[config.mk]
export PLATFORM = sky130hd
export DESIGN_NAME = operand_regfile
export DESIGN_NICKNAME = d
export VERILOG_FILES = /design/src/rtl/operand_regfile.sv
export SDC_FILE = /design/constraint.sdc
export NUM_CORES = 2
export LEC_CHECK = 0
export BUFFER_PORTS_ARGS = -buffer_cell sky130_fd_sc_hd__buf_2
export CAP_MARGIN = 0
export CELL_PAD_IN_SITES_DETAIL_PLACEMENT = 1
export CELL_PAD_IN_SITES_GLOBAL_PLACEMENT = 1
export CORE_UTILIZATION = 50
export CTS_BUF_LIST = sky130_fd_sc_hd__clkbuf_8
export CTS_CLUSTER_DIAMETER = 30
export DETAILED_ROUTE_END_ITERATION = 16
export PLACE_DENSITY_LB_ADDON = 0.25
export SETUP_SLACK_MARGIN = 0.4
export SLEW_MARGIN = 10
export SYNTH_ARGS = -nofsm -noshare
export SYNTH_HDL_FRONTEND = slang
export SYNTH_SLANG_ARGS = --single-unit
[constraint.sdc]
create_clock -name clk -period 5.19 [get_ports clk]
set_input_delay 1.038 -clock clk [delete_from_list [all_inputs] [get_ports clk]]
set_output_delay 1.038 -clock clk [all_outputs]
set_load 0.01 [all_outputs]
[src/rtl/operand_regfile.sv]
// Integer register file for decode/issue: two registered read ports with
// writeback bypass, hardwired x0, and a per-register busy scoreboard.
module operand_regfile #(
  parameter int XLEN = 32,
  parameter int NREG = 32,
  parameter int AW   = 5
) (
  input  logic            clk,
  input  logic            rst,
  input  logic            rd_en,
  input  logic [AW-1:0]   rs1_addr,
  input  logic [AW-1:0]   rs2_addr,
  output logic [XLEN-1:0] rs1_data,
  output logic [XLEN-1:0] rs2_data,
  output logic            rd_valid,
  output logic            rs1_busy,
  output logic            rs2_busy,
  input  logic            issue_en,
  input  logic [AW-1:0]   issue_rd,
  input  logic            wb_en,
  input  logic [AW-1:0]   wb_addr,
  input  logic [XLEN-1:0] wb_data
);

  logic [XLEN-1:0] mem [NREG];
  logic [NREG-1:0] busy;
  logic [XLEN-1:0] rs1_next;
  logic [XLEN-1:0] rs2_next;
  logic            wb_hit1;
  logic            wb_hit2;

  assign wb_hit1 = wb_en && (wb_addr == rs1_addr);
  assign wb_hit2 = wb_en && (wb_addr == rs2_addr);

  // NOTE: every architectural register must clear on reset, so the array is
  // built from resettable flops rather than an SRAM macro.
  always_ff @(posedge clk or negedge rst) begin
    if (!rst) begin
      for (int i = 0; i < NREG; i++) mem[i] <= '0;
    end else if (wb_en && (wb_addr != '0)) begin
      mem[wb_addr] <= wb_data;
    end
  end

  // NOTE: combinational blocks assign a default first so no path leaves a
  // variable unassigned, which would otherwise infer a latch.
  always_comb begin
    rs1_next = mem[rs1_addr];
    if (wb_hit1)          rs1_next = wb_data;
    if (rs1_addr == '0)   rs1_next = '0;
  end

  always_comb begin
    rs2_next = mem[rs2_addr];
    if (wb_hit2)          rs2_next = wb_data;
    if (rs2_addr == '0)   rs2_next = '0;
  end

  // NOTE: sequential state uses non-blocking assignments so every flop
  // samples pre-edge values regardless of statement order.
  always_ff @(posedge clk or negedge rst) begin
    if (!rst) begin
      rs1_data <= '0;
      rs2_data <= '0;
      rd_valid <= 1'b0;
    end else begin
      rd_valid <= rd_en;
      if (rd_en) begin
        rs1_data <= rs1_next;
        rs2_data <= rs2_next;
      end
    end
  end

  // A new producer supersedes an in-flight one, so issue beats writeback.
  always_ff @(posedge clk or negedge rst) begin
    if (!rst) begin
      busy <= '0;
    end else begin
      busy[0] <= 1'b0;
      for (int i = 1; i < NREG; i++) begin
        if (issue_en && (issue_rd == AW'(i)))    busy[i] <= 1'b1;
        else if (wb_en && (wb_addr == AW'(i)))   busy[i] <= 1'b0;
      end
    end
  end

  // A same-cycle writeback clears the hazard since the bypass supplies data.
  assign rs1_busy = busy[rs1_addr] && !wb_hit1;
  assign rs2_busy = busy[rs2_addr] && !wb_hit2;

endmodule

# Word level (Yosys, flattened, before mapping)
# Cells that the tools add are included.
# W data, S select, Z words.
[classes]
n_eq_ne = 64
reduce_logical = 104
n_mux = 79
magnitude_cmp = 6
bitwise_logic = 3
[op_table]
columns = ["op", "count"]
rows = [
  ["$bwmux W1024", 1],
  ["$bmux W32 S5", 2],
  ["$mux W32", 9],
  ["$demux W32 S5", 1],
  ["$eq A5 B5 Y1 const B", 32],
  ["$eq A5 B4 Y1 const B", 16],
  ["$logic_and A1 B1 Y1", 68],
  ["$mux W1", 64],
  ["$reduce_bool A2 Y1", 31],
  ["$eq A5 B3 Y1 const B", 8],
  ["$eq A5 B2 Y1 const B", 4],
  ["$ge A6 B6 Y1 const B", 3],
  ["$not A5 Y6", 3],
  ["$lt A5 B6 Y1 const B", 2],
  ["$bmux W1 S5", 2],
  ["$eq A5 B1 Y1 const B", 2],
  ["$eq A5 B5 Y1", 2],
  ["$logic_not A5 Y1", 2],
  ["$lt A6 B1 Y1 const B", 1],
  ["$reduce_bool A5 Y1", 1],
  ["$logic_not A1 Y1", 2],
]
[totals]
inputBits = 57
output_inout_bits = 67
register_bits = 1120

# Depth between registers and ports, before layout
[depth]
ltp_word = 6
mapped_depth = 9
ltp_nobuf = 4

# Worst setup path after synthesis
# No wires, ideal clock.
[synth_timing]
kind = "input to output"
startpoint = "in rs1_addr[0]"
endpoint = "out rs1_busy"
setup_slack_ns = 1.397
path_stages = 8
arrival_ns = 2.755
path_cell_list = "clkbuf_1 buf_2 buf_4 buf_4 mux4_2 mux2i_1 o22ai_1 o31a_1"
[synth_via]
elab_chain_len = 4
elab_cells_between_ends = 6
classes_between = "eq/ne (1); mux (2); reduce/logical (3)"
[synth_lines]
columns = ["element", "line_no", "text"]
rows = [
  ["from (decl)", "11", "input logic [AW-1:0] rs1_addr,"],
  ["parallel branches: the longest is 3 deep, another holds $bmux W1 S5", "-", ""],
  ["$logic_and A1 B1 Y1 *", "89", "assign rs1_busy = busy[rs1_addr] && !wb_hit1;"],
  ["to (decl)", "16", "output logic rs1_busy,"],
]
# Every way passes the cells marked *. The select of a mux whose other input is x is not followed.

# Worst setup path after layout
[layout_timing]
startpoint = "in rs1_addr[1]"
endpoint = "out rs1_busy"
# The elaborated chain is that of the path after synthesis.

==> flow_metrics.tcl <==
set metrics [dict create \
    fin_crit_sh_pct 79.0 \
    postSynth.asyncResetShare_pct 100 \
    category_of_cells_accounting_for_the_largest_share_of_critical_path_delay "buffers and inverters" \
    drc_errors 0 \
    power.static_leakage_nw 29.3 \
    postPlaceCellArea_sq_um 60800 \
    io_buffers 123 \
    netlist-cell-type-count 48 \
    detail_route.vias_per_cell 7.00 \
    skew_ps 38.6 \
    vdd_ir_drop_max_uv 320 \
    final-instance-count-excl-fill 5565 \
    grt_usage_pct 34.7 \
    post_cts_resized 0 \
    tritoncts "built" \
    worst-path-max-fanout 33 \
    ant_nets_after_route 0 \
    cpMostUsedCell "sky130_fd_sc_hd__buf_4" \
    synth_warnings 0 \
    grt_start_max_net_pins 127 \
    number_of_enable_type_register_cells_in_the_synthesized_netlist 0 \
    worstPathCellList "buf_4, xor2_1, nor3_4, buf_4, nand3_1, o31a_1, buf_2" \
    areaGrowthSynthToFinish_pct 14.4 \
    io_pins 124 \
    cts_hold_buffers 0 \
    postLayoutSetupSlackWorst_ps 1090 \
    crit_path_top_delay_cell "sky130_fd_sc_hd__buf_4" \
    layout.filler_cells 10400 \
    drt_wl_total_microns 199000 \
    detail_route.iter0.violations 3994 \
    cts.repair_timing.setup_buffer_count 0 \
    max_freq_mhz 244 \
    setup_tns_ps 0 \
    total_via_count_after_detailed_routing 39000 \
    core-area_sq_um 116000 \
    gpl.final_weighted_congestion 0.829 \
    rsz_0062_raised_after_global_routing "no" \
    numPlacedInstances 5064 \
    synth_seq_area_share_pct 47.8 \
    syn_area_sq_um 58600 \
    place_hpwl_microns 114000 \
    worst_slew_margin_rel_pct 18.4 \
    cp.buffers_inverters 3 \
    post_synth_inst_count 3750 \
    die_x_microns 344 \
    power-per-cell-area_nw_per_um2 431 \
    cts.clk_slew.worst_paths_ps 50 \
    dp_worst_setup_slack_ps 1200 \
    tightestPinTransition_ps 1220 \
    effective_utilization_at_floorplan_pct 50.4 \
    drive_above_1_share_pct 36.1 \
    cts_inserted_buffers 287 \
    synth_area_per_cell_sq_um 15.6 \
    post-route-cell-area_sq_um 67000 \
    hold_viol_final 0 \
    final-seq-area_sq_um 28000 \
    slew_viol_final 0 \
    wire_per_inst_microns 35.8 \
    critPathRequiredTime_ps 4150 \
    total_power_mw 28.9 \
    cap_violations 0 \
    grt_first_pass_wirelength_microns 297000 \
    cts-root-buf "sky130_fd_sc_hd__clkbuf_8" \
    post-route-util_pct 57.7 \
    post_synthesis_net_count 3807 \
    synth_top_flop_cell "sky130_fd_sc_hd__dfrtp_1" \
    area_of_the_multi_input_gates_sq_um 28700 \
    result_of_the_run "finished clean" \
    worst_skew_pair.late_latency_ps 990 \
    worstSetupStartpointType "primary input" \
    grt-ovfl-total 0 \
    tritoncts_num_sinks 1120 \
    cp-end-kind "primary output" \
    max_stage_delay_ps 640 \
    final.min_clock_period_ps 4100 \
    die_h_microns 344 \
    final_net_count 3886 \
    detail_route.first_pass.iterations 7 \
    setup_viol 0 \
    worstPathArrival_ps 3060 \
    cts.htree.levels 5 \
    ys_seq_elements 1120 \
    path_class "in2out" \
    core.rowCount 125 \
    hold_path_class "in2async" \
    design.die.area_sq_um 119000 \
    fin_worst_hold_slack_ps 133 \
    via_count_of_the_first_global_routing_pass 43500 \
    r2r_slack_ps 3250 \
    cts-root-to-sink-buffers 4 \
    grt_antenna_before_repair 8 \
]
worst paths after layout:
| kind | depth (start not counted) | startpoint | end |
|---|---|---|---|
| max reg2reg | 4 | mem[543] | rs2_data[31] |
| min reg2reg | 0 | mem[1018] | mem[1018] |
| min in group clk | 0 | mem[1018] | mem[1018] |
| max in group asynchronous | 2 | rst | mem[1015] |
| max | 7 | rs1_addr[1] | rs1_busy |
| min | 1 | rst | mem[224] |
report_power, final:
group	switching (mW)	internal [mW]	total, mW
Clock	4.53	7.49	12.0
Combinational	2.22	2.88	5.10
Sequential	1.35	10.4	11.8
Total	8.09	20.8	28.9
flip-flops by register name, indices dropped and copies added (netlist names):
register,cells
mem,1024
rs1_data,32
rs2_data,32
busy,31
rd_valid,1
cell type report:
class	instances	area share [%]
multi-input combinational	2133	42.8
sequential	1120	41.8
clock buffer	333	6.84
timing repair buffer	238	2.97
tap	1524	2.84
clock inverter	161	2.45
inverter	49	0.274
antenna	7	0.0261
routing by layer:
metal,wire (microns),share of wire (%),up-vias,track usage (%)
li1,-,-,14900,-
met1,78400,39,21400,46.9
met2,94800,48,2134,53.5
met3,18100,9.1,547,8.77
met4,8030,4.0,4,14.8
met5,25,0.013,-,0
cell usage in the layout, fill, tap and decap left out, types with 33 or more instances in the layout:
cell / instances
sky130_fd_sc_hd__clkinv_1: 33
sky130_fd_sc_hd__buf_12: 36
sky130_fd_sc_hd__mux2_2: 130
sky130_fd_sc_hd__a22o_1: 137
sky130_fd_sc_hd__dfrtp_1: 1120
sky130_fd_sc_hd__clkbuf_8: 333
sky130_fd_sc_hd__clkinv_2: 52
sky130_fd_sc_hd__buf_4: 84
sky130_fd_sc_hd__nor2_1: 67
sky130_fd_sc_hd__inv_1: 63
sky130_fd_sc_hd__bufinv_16: 33
sky130_fd_sc_hd__mux4_2: 590
sky130_fd_sc_hd__mux2_1: 863
sky130_fd_sc_hd__buf_2: 113
sky130_fd_sc_hd__nor2b_1: 36
logic make-up (layout without fill, tap and decap cells):
kind of cell / Yosys count / in the layout / share of synthesized area, %
AO/OA/AOI/OAI: 333 / 333 / 4.78
XOR/XNOR: 10 / 10 / 0.149
buffers and inverters: 497 / 781 / 3.67
flip-flops: 1120 / 1120 / 47.8
multiplexers: 1593 / 1593 / 41.9
other: 0 / 7 / 0
AND/OR/NAND/NOR: 197 / 197 / 1.67
cell usage after synthesis (all sizes together) (32+ instances only):
master | n | area share (%)
a22o | 137 | 2.0
a32oi | 32 | 0.48
a41oi | 32 | 0.48
buf | 164 | 1.5
clkbuf | 284 | 1.8
clkinv | 33 | 0.21
dfrtp | 1120 | 48
mux2 | 993 | 19
mux4 | 590 | 23
nor2 | 85 | 0.54
nor2b | 40 | 0.43
o2111ai | 33 | 0.49
o211ai | 32 | 0.41
o221ai | 32 | 0.48
Power figures use the tool's default switching activity.
